===== config.mk =====
export PLATFORM = sky130hd
export DESIGN_NAME = sayi_yukleyici_flat
export DESIGN_NICKNAME = d
export VERILOG_FILES = /design/src/rtl/sayi_yukleyici_if.sv /design/src/rtl/sayi_yukleyici.sv /design/src/flat_wrapper.sv
export SDC_FILE = /design/constraint.sdc
export NUM_CORES = 1
export LEC_CHECK = 0
export ABC_AREA = 1
export CORE_ASPECT_RATIO = 1.25
export CORE_MARGIN = 8
export CORE_UTILIZATION = 50
export DETAILED_ROUTE_END_ITERATION = 16
export HOLD_SLACK_MARGIN = 0.12
export PLACE_DENSITY_LB_ADDON = 0.12
export SLEW_MARGIN = 40
export SYNTH_ARGS = -nofsm -noshare
export SYNTH_HDL_FRONTEND = slang
export SYNTH_SLANG_ARGS = --single-unit

===== constraint.sdc =====
create_clock -name clk -period 2.1 [get_ports clk]
set_clock_uncertainty 0.2 [all_clocks]
set_input_delay 0.42 -clock clk [delete_from_list [all_inputs] [get_ports clk]]
set_output_delay 0.42 -clock clk [all_outputs]
set_load 0.1 [all_outputs]

===== src/rtl/sayi_yukleyici_if.sv =====
// Operand-entry bus: switch/button/clear inputs toward the loader and the
// captured operands, enable and state back out toward the multiplier side.
interface sayi_yukleyici_if;
    logic [2:0] giris;
    logic       onay;
    logic       temizle;
    logic [2:0] sayi1;
    logic [2:0] sayi2;
    logic       en;
    logic [1:0] durum;

    // Drives the switches/button/clear and observes the operands.
    modport master (
        output giris,
        output onay,
        output temizle,
        input  sayi1,
        input  sayi2,
        input  en,
        input  durum
    );

    // The loader itself.
    modport slave (
        input  giris,
        input  onay,
        input  temizle,
        output sayi1,
        output sayi2,
        output en,
        output durum
    );
endinterface


===== src/rtl/sayi_yukleyici.sv =====
// Operand loader for the 3-bit multiplier: synchronises and debounces the
// push-button, captures two operands on two presses, then holds them with en
// high until a new entry, a clear, or the optional display timeout.
//
// state | meaning
// ------+-----------------------------------------------------------
// BOS   | idle, no operand captured, en low
// ILK   | first operand held in sayi1, waiting for the second press
// HAZIR | both operands held, en high, display counter running
module sayi_yukleyici #(
    parameter int SUZGEC   = 4,
    parameter int GOSTERIM = 100
) (
    input logic             clk,
    input logic             rst,
    sayi_yukleyici_if.slave bus
);

    // A GOSTERIM of 0 still gets a 1-bit counter; it just never matches.
    localparam int GW = (GOSTERIM > 1) ? $clog2(GOSTERIM) : 1;
    localparam logic [7:0]    SUZ_SON = 8'(SUZGEC - 1);
    localparam logic [GW-1:0] GOS_SON = (GOSTERIM > 0) ? GW'(GOSTERIM - 1) : '0;
    localparam logic          GOS_VAR = (GOSTERIM != 0);

    typedef enum logic [1:0] {
        BOS   = 2'b00,
        ILK   = 2'b01,
        HAZIR = 2'b10
    } durum_t;

    logic          s1;
    logic          s2;
    logic          kararli;
    logic          kararli_d;
    logic [7:0]    sayac;
    logic          basma;
    logic          zaman_doldu;

    durum_t        durum_r;
    durum_t        durum_n;
    logic [2:0]    sayi1_r;
    logic [2:0]    sayi1_n;
    logic [2:0]    sayi2_r;
    logic [2:0]    sayi2_n;
    logic          en_r;
    logic          en_n;
    logic [GW-1:0] gcnt_r;
    logic [GW-1:0] gcnt_n;

    // Two-flop synchroniser for the asynchronous button level.
    always_ff @(posedge clk or posedge rst) begin
        if (rst) begin
            s1 <= 1'b0;
            s2 <= 1'b0;
        end else begin
            s1 <= bus.onay;
            s2 <= s1;
        end
    end

    // Debounce: the level is accepted only after SUZGEC consecutive
    // disagreeing samples; any agreeing sample restarts the count.
    always_ff @(posedge clk or posedge rst) begin
        if (rst) begin
            kararli <= 1'b0;
            sayac   <= 8'd0;
        end else if (s2 == kararli) begin
            sayac <= 8'd0;
        end else if (sayac == SUZ_SON) begin
            kararli <= s2;
            sayac   <= 8'd0;
        end else begin
            sayac <= sayac + 8'd1;
        end
    end

    // Delayed copy of the debounced level for rising-edge detection.
    always_ff @(posedge clk or posedge rst) begin
        if (rst) begin
            kararli_d <= 1'b0;
        end else begin
            kararli_d <= kararli;
        end
    end

    // One-cycle pulse per accepted press; releases produce nothing.
    assign basma = kararli & ~kararli_d;

    // Timeout only exists when a finite display time was configured.
    assign zaman_doldu = GOS_VAR && (gcnt_r == GOS_SON);

    // State and registered outputs.
    always_ff @(posedge clk or posedge rst) begin
        if (rst) begin
            durum_r <= BOS;
            sayi1_r <= 3'd0;
            sayi2_r <= 3'd0;
            en_r    <= 1'b0;
            gcnt_r  <= '0;
        end else begin
            durum_r <= durum_n;
            sayi1_r <= sayi1_n;
            sayi2_r <= sayi2_n;
            en_r    <= en_n;
            gcnt_r  <= gcnt_n;
        end
    end

    // Next state: clear beats a press, a press beats the timeout.
    always_comb begin
        durum_n = durum_r;
        if (bus.temizle) begin
            durum_n = BOS;
        end else begin
            unique case (durum_r)
                BOS: begin
                    if (basma) durum_n = ILK;
                end
                ILK: begin
                    if (basma) durum_n = HAZIR;
                end
                HAZIR: begin
                    if (basma) begin
                        durum_n = ILK;
                    end else if (zaman_doldu) begin
                        durum_n = BOS;
                    end
                end
                default: durum_n = BOS;
            endcase
        end
    end

    // Operand/enable/display-counter updates, same priority as the state.
    always_comb begin
        sayi1_n = sayi1_r;
        sayi2_n = sayi2_r;
        en_n    = en_r;
        gcnt_n  = gcnt_r;
        if (bus.temizle) begin
            sayi1_n = 3'd0;
            sayi2_n = 3'd0;
            en_n    = 1'b0;
            gcnt_n  = '0;
        end else begin
            unique case (durum_r)
                BOS: begin
                    en_n = 1'b0;
                    if (basma) sayi1_n = bus.giris;
                end
                ILK: begin
                    en_n = 1'b0;
                    if (basma) begin
                        sayi2_n = bus.giris;
                        en_n    = 1'b1;
                        gcnt_n  = '0;
                    end
                end
                HAZIR: begin
                    en_n = 1'b1;
                    // Saturate so an unbounded display never wraps into a match.
                    if (gcnt_r != '1) gcnt_n = gcnt_r + 1'b1;
                    if (basma) begin
                        sayi1_n = bus.giris;
                        sayi2_n = 3'd0;
                        en_n    = 1'b0;
                    end else if (zaman_doldu) begin
                        sayi1_n = 3'd0;
                        sayi2_n = 3'd0;
                        en_n    = 1'b0;
                    end
                end
                default: begin
                    sayi1_n = 3'd0;
                    sayi2_n = 3'd0;
                    en_n    = 1'b0;
                    gcnt_n  = '0;
                end
            endcase
        end
    end

    assign bus.sayi1 = sayi1_r;
    assign bus.sayi2 = sayi2_r;
    assign bus.en    = en_r;
    assign bus.durum = durum_r;

endmodule


===== src/flat_wrapper.sv =====
// flat-port wrapper written by rule: the top's interface ports become plain ports
module sayi_yukleyici_flat 
#(
    parameter int SUZGEC   = 4,
    parameter int GOSTERIM = 100
)
  (clk, rst, bus_giris, bus_onay, bus_temizle, bus_sayi1, bus_sayi2, bus_en, bus_durum);
  sayi_yukleyici_if bus_i ();
  input logic clk;
  input logic rst;
  input wire logic [$bits(bus_i.giris)-1:0] bus_giris;
  input wire logic [$bits(bus_i.onay)-1:0] bus_onay;
  input wire logic [$bits(bus_i.temizle)-1:0] bus_temizle;
  output wire logic [$bits(bus_i.sayi1)-1:0] bus_sayi1;
  output wire logic [$bits(bus_i.sayi2)-1:0] bus_sayi2;
  output wire logic [$bits(bus_i.en)-1:0] bus_en;
  output wire logic [$bits(bus_i.durum)-1:0] bus_durum;
  assign bus_i.giris = bus_giris;
  assign bus_i.onay = bus_onay;
  assign bus_i.temizle = bus_temizle;
  assign bus_sayi1 = bus_i.sayi1;
  assign bus_sayi2 = bus_i.sayi2;
  assign bus_en = bus_i.en;
  assign bus_durum = bus_i.durum;
  sayi_yukleyici #(.SUZGEC(SUZGEC), .GOSTERIM(GOSTERIM)) u_core (.clk(clk), .rst(rst), .bus(bus_i));
endmodule

==> metrics.md <==
| Metric | Value |
|---|---|
| Crit share post-route | `87.4%` |
| Total power | `roughly 0.0022 W` |
| Simple-gate share of the synthesized area | `~25%` |
| Yosys warns | `0` |
| Mux contribution to synthesized area | `0%` |
| Layout cells sized above 1 | `10.8%` |
| Syn_nets | `187` |
| WHS | `0.176 ns` |
| Syn_area_per_cell | `slightly above 8 sq um` |
| Max transition margin | `75.9%` |
| Worst setup margin | `0.264 ns` |
| Status | `complete, no violations` |
| Clock sink total | `28` |
| Final count of pins violating max slew | `0` |
| Area growth from synthesis to layout | `24.6%` |
| Final WL | `2.75 mm` |
| Top Family by Delay on Critical Path | `simple AND/OR/NAND/NOR gates` |
| Worst hold path type | `flip-flop to flip-flop` |
| Gr ovfl total | `0` |
| Post-cts gate resize count | `0` |
| CP Buf/Inv Count | `2` |
| Critical-path cell list | `inv_1 > ha_1 > inv_1 > nor2_2 > nand3_1 > nand2_1 > nand2_1 > o21ai_1` |
| Worst Path Max Fanout | `7` |
| Vert. Die Dim | `75.2 um` |
| XOR/XNOR share of the synthesized area | `under 10%` |
| 1st-pass router iterations | `4` |
| Worst path arrival time | `1.91 ns` |
| Max Freq | `roughly 0.54 GHz` |
| Final net count | `208` |
| Dpl hpwl | `2.09 mm` |
| Vias in the first global route | `1212` |
| Global-route wire length before repair | `4.94 mm` |
| # H-tree levels | `1` |
| Postcts setup bufs | `0` |
| Clock transition at the registers of the reported paths | `0.15 ns` |
| Post-CTS Hold Fix Bufs | `0` |
| PwrDens | `1230 nW/um^2` |
| Via count | `1182` |
| Placer congestion estimate | `0.857` |
| Worst-Margin Slew | `0.360 ns` |
| Largest family of logic cells by synthesized area | `simple AND/OR/NAND/NOR gates` |
| Detailed-route wire length per cell | `12.1 um` |
| Overall routing resource usage | `12.7%` |
| Sequential share of the synthesized area | `49.9%` |
| # IOs | `16` |
| Initial drt markers | `53` |
| Maxcap violations | `0` |
| Slowest cell delay on critical path | `between 0.4 and 0.5 ns` |
| Initial cell density of the core | `52.4%` |
| TritonCTS clock tree | `built` |
| #FFs+latches synth | `28` |
| Final setup vio count | `0` |
| Slowest stage cell, crit path | `dfrtp_2` |
| Startpoint Class | `flip-flop` |
| ANT cells | `0` |
| Routed vias/inst | `5.18` |
| Maximum VDD drop | `between 0.001 and 0.0015 V` |
| Die Area | `4770 sq um` |
| Mapped Cells | `174` |
| Final Hold Fails | `0` |
| Die span in x | `63.4 um` |
| Placed insts | `224` |
| Residual DRC | `0` |
| Worst Path Required | `2.18 ns` |
| CORE AREA | `2680 sq um` |
| Clock latency at the later pin of the worst-skew pair | `about 0.33 ns` |
| Synth cell types | `18` |
| Port bufs | `15` |
| DRT antenna net count | `0` |
| Post-Synthesis Cell Area | `roughly 1400 sq um` |
| DP Worst Slack | `0.0910 ns` |
| Pin count of the biggest net entering global routing | `29` |
| Leak | `a little over 0.8 nW` |
| Setup crit end kind | `flip-flop` |
| Setup TNS | `0 ns` |
| RSZ-0062 raised after global routing | `false` |
| Post-synthesis compound-gate area fraction | `10.4%` |
| CTS Buf Count | `3` |
| Synth Area in Adders | `~5.3%` |
| Crit path time final | `1.84 ns` |
| Row Count | `21` |
| Initial antenna violation count | `0` |
| CTS Buffer Depth | `2` |
| Root buffer cell | `clkbuf_4` |
| Final Instance Count excl. Fillers | `228` |
| Setup CP Type | `flip-flop to flip-flop` |
[cell families (layout without fill, tap and decap cells)]
kind of cell    after synthesis  after routing
compound gates               26             26
xor+xnor                      3              3
simple gates                 84             84
flops                        28             28
fa+ha+maj                     6              6
buf+inv                      27             47
[layer usage]
layer	wire, um	part of all wire [%]	GRT usage, %	vias up
met5	0	0	0	-
met4	33	1.2	6.20	0
met3	86	3.1	3.13	4
met2	1430	52	22.3	20
met1	1200	44	14.3	566
li1	-	-	-	592
[worst reg2reg max path, cell delays in order (launching register included)]
cell and delay [ns]:
dfrtp_2 0.49, inv_1 0.10, ha_1 0.15, inv_1 0.04, nor2_2 0.21, nand3_1 0.21, nand2_1 0.22, nand2_1 0.09
o21ai_1 0.07
[worst paths after layout]
kind	slack [ns]	from	endpoint	cells after the start
setup / recovery	0.26	u_core.bus.durum[0]$_DFFE_PP0P_	u_core.bus.sayi1[0]$_DFFE_PP0P_	8
hold / removal	0.18	u_core.s1$_DFF_PP0_	u_core.s2$_DFF_PP0_	0
setup reg to reg	0.26	u_core.bus.durum[0]$_DFFE_PP0P_	u_core.bus.sayi1[0]$_DFFE_PP0P_	8
hold reg to reg	0.18	u_core.s1$_DFF_PP0_	u_core.s2$_DFF_PP0_	0
max in group asynchronous	1.21	rst	u_core.bus.durum[0]$_DFFE_PP0P_	3
min in group asynchronous	0.22	rst	u_core.bus.sayi2[1]$_DFFE_PP0P_	3
[synth_stat cells]
cell / number / area, sq um
nand2_1: 44 / 165
dfrtp_1: 28 / 701
inv_1: 27 / 101
nor2_1: 17 / 63.8
o21ai_1: 11 / 55.1
nand3_1: 10 / 50.1
a21oi_1: 9 / 45.0
ha_1: 6 / 75.1
nor3_1: 5 / 25.0
nand4_1: 4 / 25.0
nor2_2: 3 / 18.8
o21ai_0: 3 / 15.0
xor2_1: 2 / 17.5
a21boi_0: 1 / 7.51
a21oi_4: 1 / 16.3
nand2_2: 1 / 6.26
o21bai_1: 1 / 7.51
xnor2_1: 1 / 8.76
[power breakdown]
part	total, W	internal [W]	leakage [nW]	switching [W]
clock network	0.000352	0.000193	0.0279	0.000159
registers	0.000759	0.000644	0.371	0.000116
logic	0.00105	0.000340	0.431	0.000708
total	0.00216	0.00118	0.830	0.000983
[sequential cells by signal, summed over array words and instances (netlist names)]
register and count:
u_core.bus.durum 2, u_core.bus.en 1, u_core.bus.sayi1 3, u_core.bus.sayi2 3, u_core.gcnt_r 7, u_core.kararli 1
u_core.kararli_d 1, u_core.s1 1, u_core.s2 1, u_core.sayac 8
[cells in the final DEF, fill, tap and decap left out, drive strengths merged]
cell and n:
nand4 4, clkdlybuf4s50 6, a21boi 1, nor2 20, nor3 5, nand3 10
o21bai 1, a21oi 10, buf 10, inv 27, xor2 2, bufinv 1
o21ai 14, dfrtp 28, ha 6, clkbuf 3, nand2 45, xnor2 1
[per-stage QoR]
stage          utilization [%]  cell area (sq um)
6_report                  65.3               1750
5_1_grt                   65.3               1750
4_1_cts                   65.3               1750
3_5_place_dp              63.3               1700
3_3_place_gp              63.3               1700
2_1_floorplan                -               1410
[layout make-up]
type	instances	area, sq um
Fill cell	224	931
Sequential cell	28	703
Multi-Input combinational cell	119	602
Timing Repair Buffer	16	248
Inverter	27	101
Tap cell	34	42.5
Clock inverter	1	30.0
Clock buffer	3	22.5
(Power assumes the default switching activity.)
